==> src/rtl/note_pkg.sv <==
// Constants and types shared by the note feed buffer and its FIFO.
package note_pkg;

    localparam int BASE_POS  = 20;
    localparam int STEP_LOG2 = 2;
    localparam int NUM_LANES = 5;

    typedef struct packed {
        logic [2:0] lane;
        logic [7:0] seq;
    } note_t;

    typedef enum logic {
        ST_IDLE = 1'b0,
        ST_RUN  = 1'b1
    } state_t;

endpackage

==> src/rtl/note_fifo.sv <==
// First-word-fall-through FIFO of note_t entries with flush; head is read combinationally.
module note_fifo
    import note_pkg::*;
#(
    parameter int DEPTH = 8
) (
    input  logic                     clk,
    input  logic                     resetn,
    input  logic                     push,
    input  note_t                    din,
    input  logic                     pop,
    input  logic                     flush,
    output note_t                    dout,
    output logic                     full,
    output logic                     empty,
    output logic [$clog2(DEPTH):0]   count
);

    localparam int PTR_W = $clog2(DEPTH);
    localparam int CNT_W = PTR_W + 1;

    note_t              mem_q [DEPTH];
    logic [PTR_W-1:0]   wr_ptr_q, wr_ptr_d;
    logic [PTR_W-1:0]   rd_ptr_q, rd_ptr_d;
    logic [CNT_W-1:0]   count_q, count_d;
    logic               pop_ok;
    logic               push_ok;

    assign empty   = (count_q == '0);
    assign full    = (count_q == CNT_W'(DEPTH));
    assign pop_ok  = pop && !empty && !flush;
    // A full FIFO still accepts a push when the head leaves on the same edge.
    assign push_ok = push && (!full || pop_ok) && !flush;
    assign dout    = mem_q[rd_ptr_q];
    assign count   = count_q;

    always_comb begin
        wr_ptr_d = wr_ptr_q;
        rd_ptr_d = rd_ptr_q;
        count_d  = count_q;
        if (flush) begin
            wr_ptr_d = '0;
            rd_ptr_d = '0;
            count_d  = '0;
        end else begin
            if (push_ok) wr_ptr_d = wr_ptr_q + 1'b1;
            if (pop_ok)  rd_ptr_d = rd_ptr_q + 1'b1;
            case ({push_ok, pop_ok})
                2'b10:   count_d = count_q + 1'b1;
                2'b01:   count_d = count_q - 1'b1;
                default: count_d = count_q;
            endcase
        end
    end

    always_ff @(posedge clk or negedge resetn) begin
        if (!resetn) begin
            wr_ptr_q <= '0;
            rd_ptr_q <= '0;
            count_q  <= '0;
        end else begin
            wr_ptr_q <= wr_ptr_d;
            rd_ptr_q <= rd_ptr_d;
            count_q  <= count_d;
        end
    end

    always_ff @(posedge clk) begin
        if (push_ok) mem_q[wr_ptr_q] <= din;
    end

endmodule

==> src/rtl/note_feed_buffer.sv <==
// Samples the note generator on beat ticks, converts positions to lanes and queues
// them for the renderer behind a valid/ready handshake.
module note_feed_buffer
    import note_pkg::*;
#(
    parameter int DEPTH = 8
) (
    input  logic                     clk,
    input  logic                     resetn,
    input  logic                     start,
    input  logic                     pause,
    input  logic                     flush,
    input  logic                     beat_tick,
    input  logic                     gen_en,
    input  logic [7:0]               gen_data,
    output logic                     note_valid,
    output logic [2:0]               note_lane,
    output logic [7:0]               note_seq,
    input  logic                     note_ready,
    output logic [$clog2(DEPTH):0]   fifo_count,
    output logic                     running,
    output logic [7:0]               overflow_cnt,
    output logic [7:0]               invalid_cnt
);

    state_t      state_q, state_d;
    logic [7:0]  seq_q, seq_d;
    logic [7:0]  ovf_q, ovf_d;
    logic [7:0]  inv_q, inv_d;

    logic        capture;
    logic [8:0]  off;
    logic [8:0]  lane_idx;
    logic        pos_ok;
    logic        push_req;
    logic        pop_req;
    logic        fifo_full;
    logic        fifo_empty;
    note_t       push_note;
    note_t       head;

    // Flush discards same-cycle activity, so it also suppresses capture.
    assign capture  = (state_q == ST_RUN) && !pause && beat_tick && gen_en && !flush;
    assign off      = {1'b0, gen_data} - 9'(BASE_POS);
    assign lane_idx = off >> STEP_LOG2;
    assign pos_ok   = (gen_data >= 8'(BASE_POS))
                   && (off[STEP_LOG2-1:0] == '0)
                   && (lane_idx < 9'(NUM_LANES));
    assign push_req = capture && pos_ok;
    assign pop_req  = note_valid && note_ready;

    assign push_note.lane = lane_idx[2:0];
    assign push_note.seq  = seq_q;

    note_fifo #(.DEPTH(DEPTH)) u_fifo (
        .clk    (clk),
        .resetn (resetn),
        .push   (push_req),
        .din    (push_note),
        .pop    (pop_req),
        .flush  (flush),
        .dout   (head),
        .full   (fifo_full),
        .empty  (fifo_empty),
        .count  (fifo_count)
    );

    // Head fields read as zero while empty so stale RAM contents never show.
    assign note_valid   = !fifo_empty;
    assign note_lane    = note_valid ? head.lane : 3'd0;
    assign note_seq     = note_valid ? head.seq  : 8'd0;
    assign running      = (state_q == ST_RUN);
    assign overflow_cnt = ovf_q;
    assign invalid_cnt  = inv_q;

    always_comb begin
        state_d = state_q;
        seq_d   = seq_q;
        ovf_d   = ovf_q;
        inv_d   = inv_q;
        case (state_q)
            ST_IDLE: if (start && !flush) state_d = ST_RUN;
            ST_RUN:  if (flush)           state_d = ST_IDLE;
            default:                      state_d = ST_IDLE;
        endcase
        if (capture && !pos_ok && inv_q != 8'hFF) inv_d = inv_q + 8'd1;
        // Seq advances even on overflow so the renderer can see the gap.
        if (push_req) begin
            seq_d = seq_q + 8'd1;
            if (fifo_full && !pop_req && ovf_q != 8'hFF) ovf_d = ovf_q + 8'd1;
        end
    end

    always_ff @(posedge clk or negedge resetn) begin
        if (!resetn) begin
            state_q <= ST_IDLE;
            seq_q   <= 8'd0;
            ovf_q   <= 8'd0;
            inv_q   <= 8'd0;
        end else begin
            state_q <= state_d;
            seq_q   <= seq_d;
            ovf_q   <= ovf_d;
            inv_q   <= inv_d;
        end
    end

endmodule

==> config.mk <==
export PLATFORM = sky130hd
export DESIGN_NAME = note_feed_buffer
export DESIGN_NICKNAME = d
export VERILOG_FILES = /design/src/rtl/note_pkg.sv /design/src/rtl/note_fifo.sv /design/src/rtl/note_feed_buffer.sv
export SDC_FILE = /design/constraint.sdc
export NUM_CORES = 1
export LEC_CHECK = 0
export CORE_ASPECT_RATIO = 1.1
export CORE_MARGIN = 4
export CORE_UTILIZATION = 30
export DETAILED_ROUTE_END_ITERATION = 6
export PLACE_DENSITY = 0.45
export SLEW_MARGIN = 20
export SYNTH_ARGS = -nofsm -noshare
export SYNTH_HDL_FRONTEND = slang
export SYNTH_SLANG_ARGS = --single-unit
export TNS_END_PERCENT = 10
==> constraint.sdc <==
create_clock -name clk -period 3.9 [get_ports clk]
set_clock_uncertainty 0.1 [all_clocks]
set_input_delay 0.78 -clock clk [delete_from_list [all_inputs] [get_ports clk]]
set_output_delay 0.78 -clock clk [all_outputs]
set_load 0.02 [all_outputs]
==> impl_metrics.env, run 1 <==
export IMPL_clockPowerShare_pct=48.5
export IMPL_cts_root_buf="clkbuf_16"
export IMPL_grt_pass1_wl_mm=18.7
export IMPL_p_seq_share_pct=46.9
export IMPL_core_um2=17700
export IMPL_power_density_nw_per_um2=442
export IMPL_tns_ns=0
export IMPL_gp_congestion=0.760
export IMPL_dpl_hpwl_mm=7.36
export IMPL_grtUsageTotal_pct=12.4
export IMPL_synth_top_cell_area_share_pct=49.2
export IMPL_finalHoldViolCount=0
export IMPL_endpoint_kind="flip-flop"
export IMPL_worstPathRequired_ns=4.13
export IMPL_ys_types=41
export IMPL_diodes=0
export IMPL_min_period_ns=3.49
export IMPL_placed_area_um2=6320
export IMPL_drv_slew=0
export IMPL_synth_seq_cells=123
export IMPL_share_comb_of_total_power_pct=4.7
export IMPL_via_per_inst=4.60
export IMPL_fillers=1673
export IMPL_final_cell_area_um2=6880
export IMPL_clkLatencyLatePin_ns=0.41
export IMPL_netlist_area_um2=5370
export IMPL_post_cts_resized=0
export IMPL_critPathArrivalTime_ns=3.71
export IMPL_finalCritPeriodShare_pct=89.4
export IMPL_grt_antenna_before_repair=0
export IMPL_htree_levels=4
export IMPL_async_reset_ff_share_pct=28.5
export IMPL_cap_violations=0
export IMPL_intPower_w=0.00242
export IMPL_die_w_um=136
export IMPL_cts_buffers=17
export IMPL_pin_count=49
export IMPL_fmax_mhz=287
export IMPL_cts_sinks=123
export IMPL_hold_path_class="in -> async"
export IMPL_start_kind="input port"
export IMPL_detail_route_first_pass_iterations=4
export IMPL_yosysMostFrequentCell="edfxtp_1"
export IMPL_critPathKind="in -> reg"
export IMPL_die_y_um=148
export IMPL_nets=445
export IMPL_ys_warn_count=0
export IMPL_cts_tree="yes"
export IMPL_setup_viol=0
export IMPL_drive_above_1_share_pct=19.9
export IMPL_routed_wl_mm=11.4
export IMPL_clockBufferDepth=2
export IMPL_io_buffers=48
export IMPL_hold_buffers=0
export IMPL_ir_drop_uv=230
export IMPL_slew_headroom_pct=39.3
export IMPL_drt_iter0_drc=151
export IMPL_synthTopCellsByArea="edfxtp_1 (49%), dfrtp_1 (16%), mux4_2 (9.2%)"
export IMPL_num_vias=3080
export IMPL_syn_inst=344
export IMPL_worstMarginPinSlew_ns=0.905
export IMPL_grt_max_degree=36
export IMPL_p_leak_nw=2.48
export IMPL_ys_seq_area_share_pct=65.5
export IMPL_switchingPower_w=0.000614
export IMPL_critPathMaxFanout=4
export IMPL_grt_pass1_vias=3427
export IMPL_grt_remaining_overflow=0
export IMPL_switching_share_pct=20.2
export IMPL_synth_commonest_cells="edfxtp_1 (88), dfrtp_1 (35), nor2_1 (23)"
export IMPL_ff_latch_area_um2=3520
export IMPL_cts_setup_buffers=0
export IMPL_rsz0062_at_grt="false"
export IMPL_final_antenna_net_count=0
export IMPL_synth_enable_flop_cells=88
export IMPL_syn_to_final_growth_pct=28.1
export IMPL_num_rows=51
export IMPL_path_clk_slew_ns=0.05
export IMPL_status="finished clean"
export IMPL_multi_input_area_um2=1820
export IMPL_syn_area_per_cell_um2=15.6
export IMPL_die_area_um2=20100
export IMPL_synth_top_area_cell="edfxtp_1"
export IMPL_synth_net_count=369
export IMPL_start_util_pct=30.4
export IMPL_ys_flop_type="edfxtp_1"
export IMPL_post_route_drc_count=0
export IMPL_routedWlPerCell_um=17.0
## cells in the final DEF (no fill, tap or decap), types with 9 or more instances in the layout
cell type	synthesis	final
buf_4	0	18
xnor2_1	20	20
nand3_1	18	18
nand2_1	14	14
nand4_1	9	9
mux2i_1	15	15
edfxtp_1	88	88
clkdlybuf4s50_1	0	47
clkbuf_16	0	17
nor2_1	23	23
mux4_2	22	22
dfrtp_1	35	35
## layout make-up
| cell class | count | share of cell area, % |
|---|---|---|
| Timing Repair Buffer | 69 | 9.75 |
| Tap cell | 238 | 4.33 |
| Inverter | 5 | 0.273 |
| Sequential cell | 123 | 51.2 |
| Clock buffer | 22 | 6.60 |
| Clock inverter | 9 | 1.46 |
| Multi-Input combinational cell | 204 | 26.4 |
## per-stage QoR
stage | setup slack (ns) | util, % | hold slack [ns] | power [W] | cells
floorplan | -0.0575 | - | 0.384 | 0.00152 | 344
global placement | 0.0520 | 35.8 | 0.404 | 0.00159 | 639
detailed placement | -0.0289 | 35.8 | 0.401 | 0.00159 | 639
CTS | 0.409 | 38.9 | 0.400 | 0.00309 | 670
global route | 0.257 | 38.9 | 0.442 | 0.00315 | 670
finish | 0.413 | 38.9 | 0.372 | 0.00304 | 670
## registers in the layout, summed over array words and instances (netlist names)
register	cells
invalid_cnt	8
u_fifo.mem_q	88
u_fifo.rd_ptr_q	3
overflow_cnt	8
seq_q	8
running	1
u_fifo.count	4
u_fifo.wr_ptr_q	3
## metal layers
layer  up-vias  track usage [%]  wire (µm)
li1       1472                -          -
met1      1534             15.3       5030
met2        61             20.7       5790
met3        13             3.32        390
met4         0             4.99        176
met5         -                0          0
## critical path: stages
cell and delay, ns:
clkdlybuf4s50_1 0.49, inv_1 0.07, ha_1 0.25, nor2b_1 0.16, a221o_1 0.37, nor4_4 0.31
nor3_1 0.11, ha_1 0.27, a21o_1 0.17, a21o_1 0.19, or2_2 0.28, mux2i_1 0.13
o2bb2ai_1 0.13
## kinds of logic after synthesis
kind of cell,Yosys count,share of synthesized area [%]
flops,123,65.5
simple gates,107,11.0
mux,47,14.1
xor+xnor,22,3.59
compound gates,19,2.31
buf+inv,17,1.28
fa+ha+maj,9,2.24
## power groups by stage
stage                     sequential, W  clock, W  combinational (W)
final                           0.00142   0.00147           0.000142
after global routing            0.00143   0.00157           0.000156
after CTS                       0.00142   0.00152           0.000146
after detailed placement        0.00145         0           0.000144
after global placement          0.00145         0           0.000144
after floorplan                 0.00146         0          0.0000537
## path summary, 6_finish.rpt
kind                       cells after the start  slack, ns                        start                          end
max                                           13       0.41                  gen_data[2]  u_fifo.count[3]$_DFFE_PN0P_
min                                            1       0.37                       resetn  overflow_cnt[0]$_DFFE_PN0P_
max reg2reg                                   11       1.06  u_fifo.count[1]$_DFFE_PN0P_  u_fifo.count[3]$_DFFE_PN0P_
min reg2reg                                    1       0.41  overflow_cnt[5]$_DFFE_PN0P_  overflow_cnt[5]$_DFFE_PN0P_
max in group asynchronous                      1       2.81                       resetn         seq_q[0]$_DFFE_PN0P_
min in group clk                               1       0.41  overflow_cnt[5]$_DFFE_PN0P_  overflow_cnt[5]$_DFFE_PN0P_
Note: power is estimated with default switching activity, not from simulation.
==> run 2: changes to the inputs <==
--- a/config.mk
+++ b/config.mk
@@ -5,7 +5,6 @@
 export SDC_FILE = /design/constraint.sdc
 export NUM_CORES = 1
 export LEC_CHECK = 0
-export CORE_ASPECT_RATIO = 1.1
 export CORE_MARGIN = 4
 export CORE_UTILIZATION = 30
 export DETAILED_ROUTE_END_ITERATION = 6
==> impl_metrics.env, run 2 (synthesis gave the netlist of run 1 again) <==
export IMPL_grtUsageTotal_pct=12.6
export IMPL_hold_path_class="in -> async"
export IMPL_fillers=1627
export IMPL_fmax_mhz=289
export IMPL_status="finished clean"
export IMPL_ir_drop_uv=299
export IMPL_finalHoldViolCount=0
export IMPL_grt_pass1_wl_mm=18.8
export IMPL_critPathKind="in -> reg"
export IMPL_post_cts_resized=0
export IMPL_cts_root_buf="clkbuf_16"
export IMPL_grt_antenna_before_repair=0
export IMPL_r2r_start="u_fifo.count[1]$_DFFE_PN0P_"
export IMPL_worstPathRequired_ns=4.13
export IMPL_endpoint_kind="flip-flop"
export IMPL_endpoint="u_fifo.count[3]$_DFFE_PN0P_"
export IMPL_rrSetupSlack_ns=1.12
export IMPL_htree_levels=4
export IMPL_p_seq_share_pct=45.7
export IMPL_finalCritPeriodShare_pct=88.7
export IMPL_placed_area_um2=6280
export IMPL_die_y_um=142
export IMPL_final_cell_mix="edfxtp_1 (88), clkdlybuf4s50_1 (47), dfrtp_1 (35), nor2_1 (23), mux4_2 (22)"
export IMPL_min_period_ns=3.46
export IMPL_critPathMaxFanout=4
export IMPL_final_common_cell="edfxtp_1"
export IMPL_clockBufferDepth=2
export IMPL_core_um2=17400
export IMPL_drt_iter0_drc=161
export IMPL_die_w_um=142
export IMPL_slew_headroom_pct=39.0
export IMPL_power_w=0.00312
export IMPL_share_comb_of_total_power_pct=4.5
export IMPL_final_antenna_net_count=0
export IMPL_grt_pass1_vias=3333
export IMPL_holdWs_ns=0.363
export IMPL_gp_congestion=0.702
export IMPL_p_leak_nw=2.48
export IMPL_drv_slew=0
export IMPL_syn_to_final_growth_pct=27.7
export IMPL_start_kind="input port"
export IMPL_reg2reg_to="u_fifo.count[3]$_DFFE_PN0P_"
export IMPL_dpl_hpwl_mm=7.18
export IMPL_cap_violations=0
export IMPL_via_per_inst=4.83
export IMPL_rr_worst_depth=11
export IMPL_routed_wl_mm=11.6
export IMPL_cts_buffers=17
export IMPL_path_clk_slew_ns=0.05
export IMPL_setup_viol=0
export IMPL_num_rows=48
export IMPL_num_vias=3177
export IMPL_routedWlPerCell_um=17.6
export IMPL_start_util_pct=30.8
export IMPL_power_density_nw_per_um2=454
export IMPL_detail_route_first_pass_iterations=6
export IMPL_nets=446
export IMPL_worstMarginPinSlew_ns=0.909
export IMPL_io_buffers=48
export IMPL_critPathArrivalTime_ns=3.69
export IMPL_multi_input_area_um2=1810
export IMPL_final_cell_area_um2=6860
export IMPL_largest_reg_flops=88
export IMPL_drive_above_1_share_pct=19.9
export IMPL_switchingPower_w=0.000645
export IMPL_post_route_drc_count=0
export IMPL_critPathLaunch="gen_data[2]"
export IMPL_cts_sinks=123
export IMPL_hold_buffers=0
export IMPL_largest_register="u_fifo.mem_q"
export IMPL_cts_setup_buffers=0
export IMPL_diodes=0
export IMPL_intPower_w=0.00247
export IMPL_clockPowerShare_pct=49.8
export IMPL_rsz0062_at_grt="false"
export IMPL_pin_count=49
export IMPL_grt_max_degree=36
export IMPL_clkLatencyLatePin_ns=0.41
export IMPL_die_area_um2=20100
export IMPL_grt_remaining_overflow=0
export IMPL_cts_tree="yes"
export IMPL_final_core_util_pct=39.4
export IMPL_ff_latch_area_um2=3520
export IMPL_switching_share_pct=20.7
==> run 2: power by group through the flow <==
stage | registers (W) | logic (W) | clock network, W
6_report | 0.00142 | 0.000141 | 0.00155
5_1_grt | 0.00143 | 0.000159 | 0.00166
4_1_cts | 0.00142 | 0.000145 | 0.00159
3_5_place_dp | 0.00145 | 0.000145 | 0
3_3_place_gp | 0.00145 | 0.000142 | 0
2_1_floorplan | 0.00146 | 0.0000537 | 0
==> run 2: routing by layer <==
layer  global-route usage [%]  part of all wire, %
met3                     4.89                  4.5
met5                        0                    0
met1                     16.9                   47
met4                     3.94                 0.92
met2                     18.9                   48
==> run 2: area by class of cell <==
| class | count | share of cell area [%] |
|---|---|---|
| Timing Repair Buffer | 70 | 9.52 |
| Inverter | 5 | 0.274 |
| Clock inverter | 13 | 2.21 |
| Clock buffer | 18 | 6.26 |
| Multi-Input combinational cell | 204 | 26.4 |
| Sequential cell | 123 | 51.3 |
| Tap cell | 225 | 4.10 |
==> run 2: metrics by stage <==
step	instances	worst slack [ns]	setup TNS, ns
2_1_floorplan	344	-0.0575	-0.633
3_3_place_gp	627	0.0515	0
3_5_place_dp	627	0.0158	0
4_1_cts	658	0.449	0
5_1_grt	658	0.287	0
6_report	658	0.441	0
==> run 2: worst max-delay path, cell delays in order <==
cell	delay (ns)
clkdlybuf4s50_1	0.48
inv_1	0.06
ha_1	0.23
nor2b_1	0.15
a221o_1	0.42
nor4_4	0.31
nor3_1	0.10
ha_1	0.27
a21o_1	0.17
a21o_1	0.19
or2_2	0.29
mux2i_1	0.13
o2bb2ai_1	0.13
==> run 2: worst min-delay path by stage <==
stage / slack [ns] / startpoint / to
6_report: 0.36 / resetn / invalid_cnt[3]$_DFFE_PN0P_
5_1_grt: 0.42 / overflow_cnt[5]$_DFFE_PN0P_ / overflow_cnt[5]$_DFFE_PN0P_
4_1_cts: 0.39 / resetn / invalid_cnt[3]$_DFFE_PN0P_
3_5_place_dp: 0.40 / overflow_cnt[7]$_DFFE_PN0P_ / overflow_cnt[7]$_DFFE_PN0P_
3_3_place_gp: 0.39 / overflow_cnt[5]$_DFFE_PN0P_ / overflow_cnt[5]$_DFFE_PN0P_
2_1_floorplan: 0.38 / resetn / invalid_cnt[0]$_DFFE_PN0P_
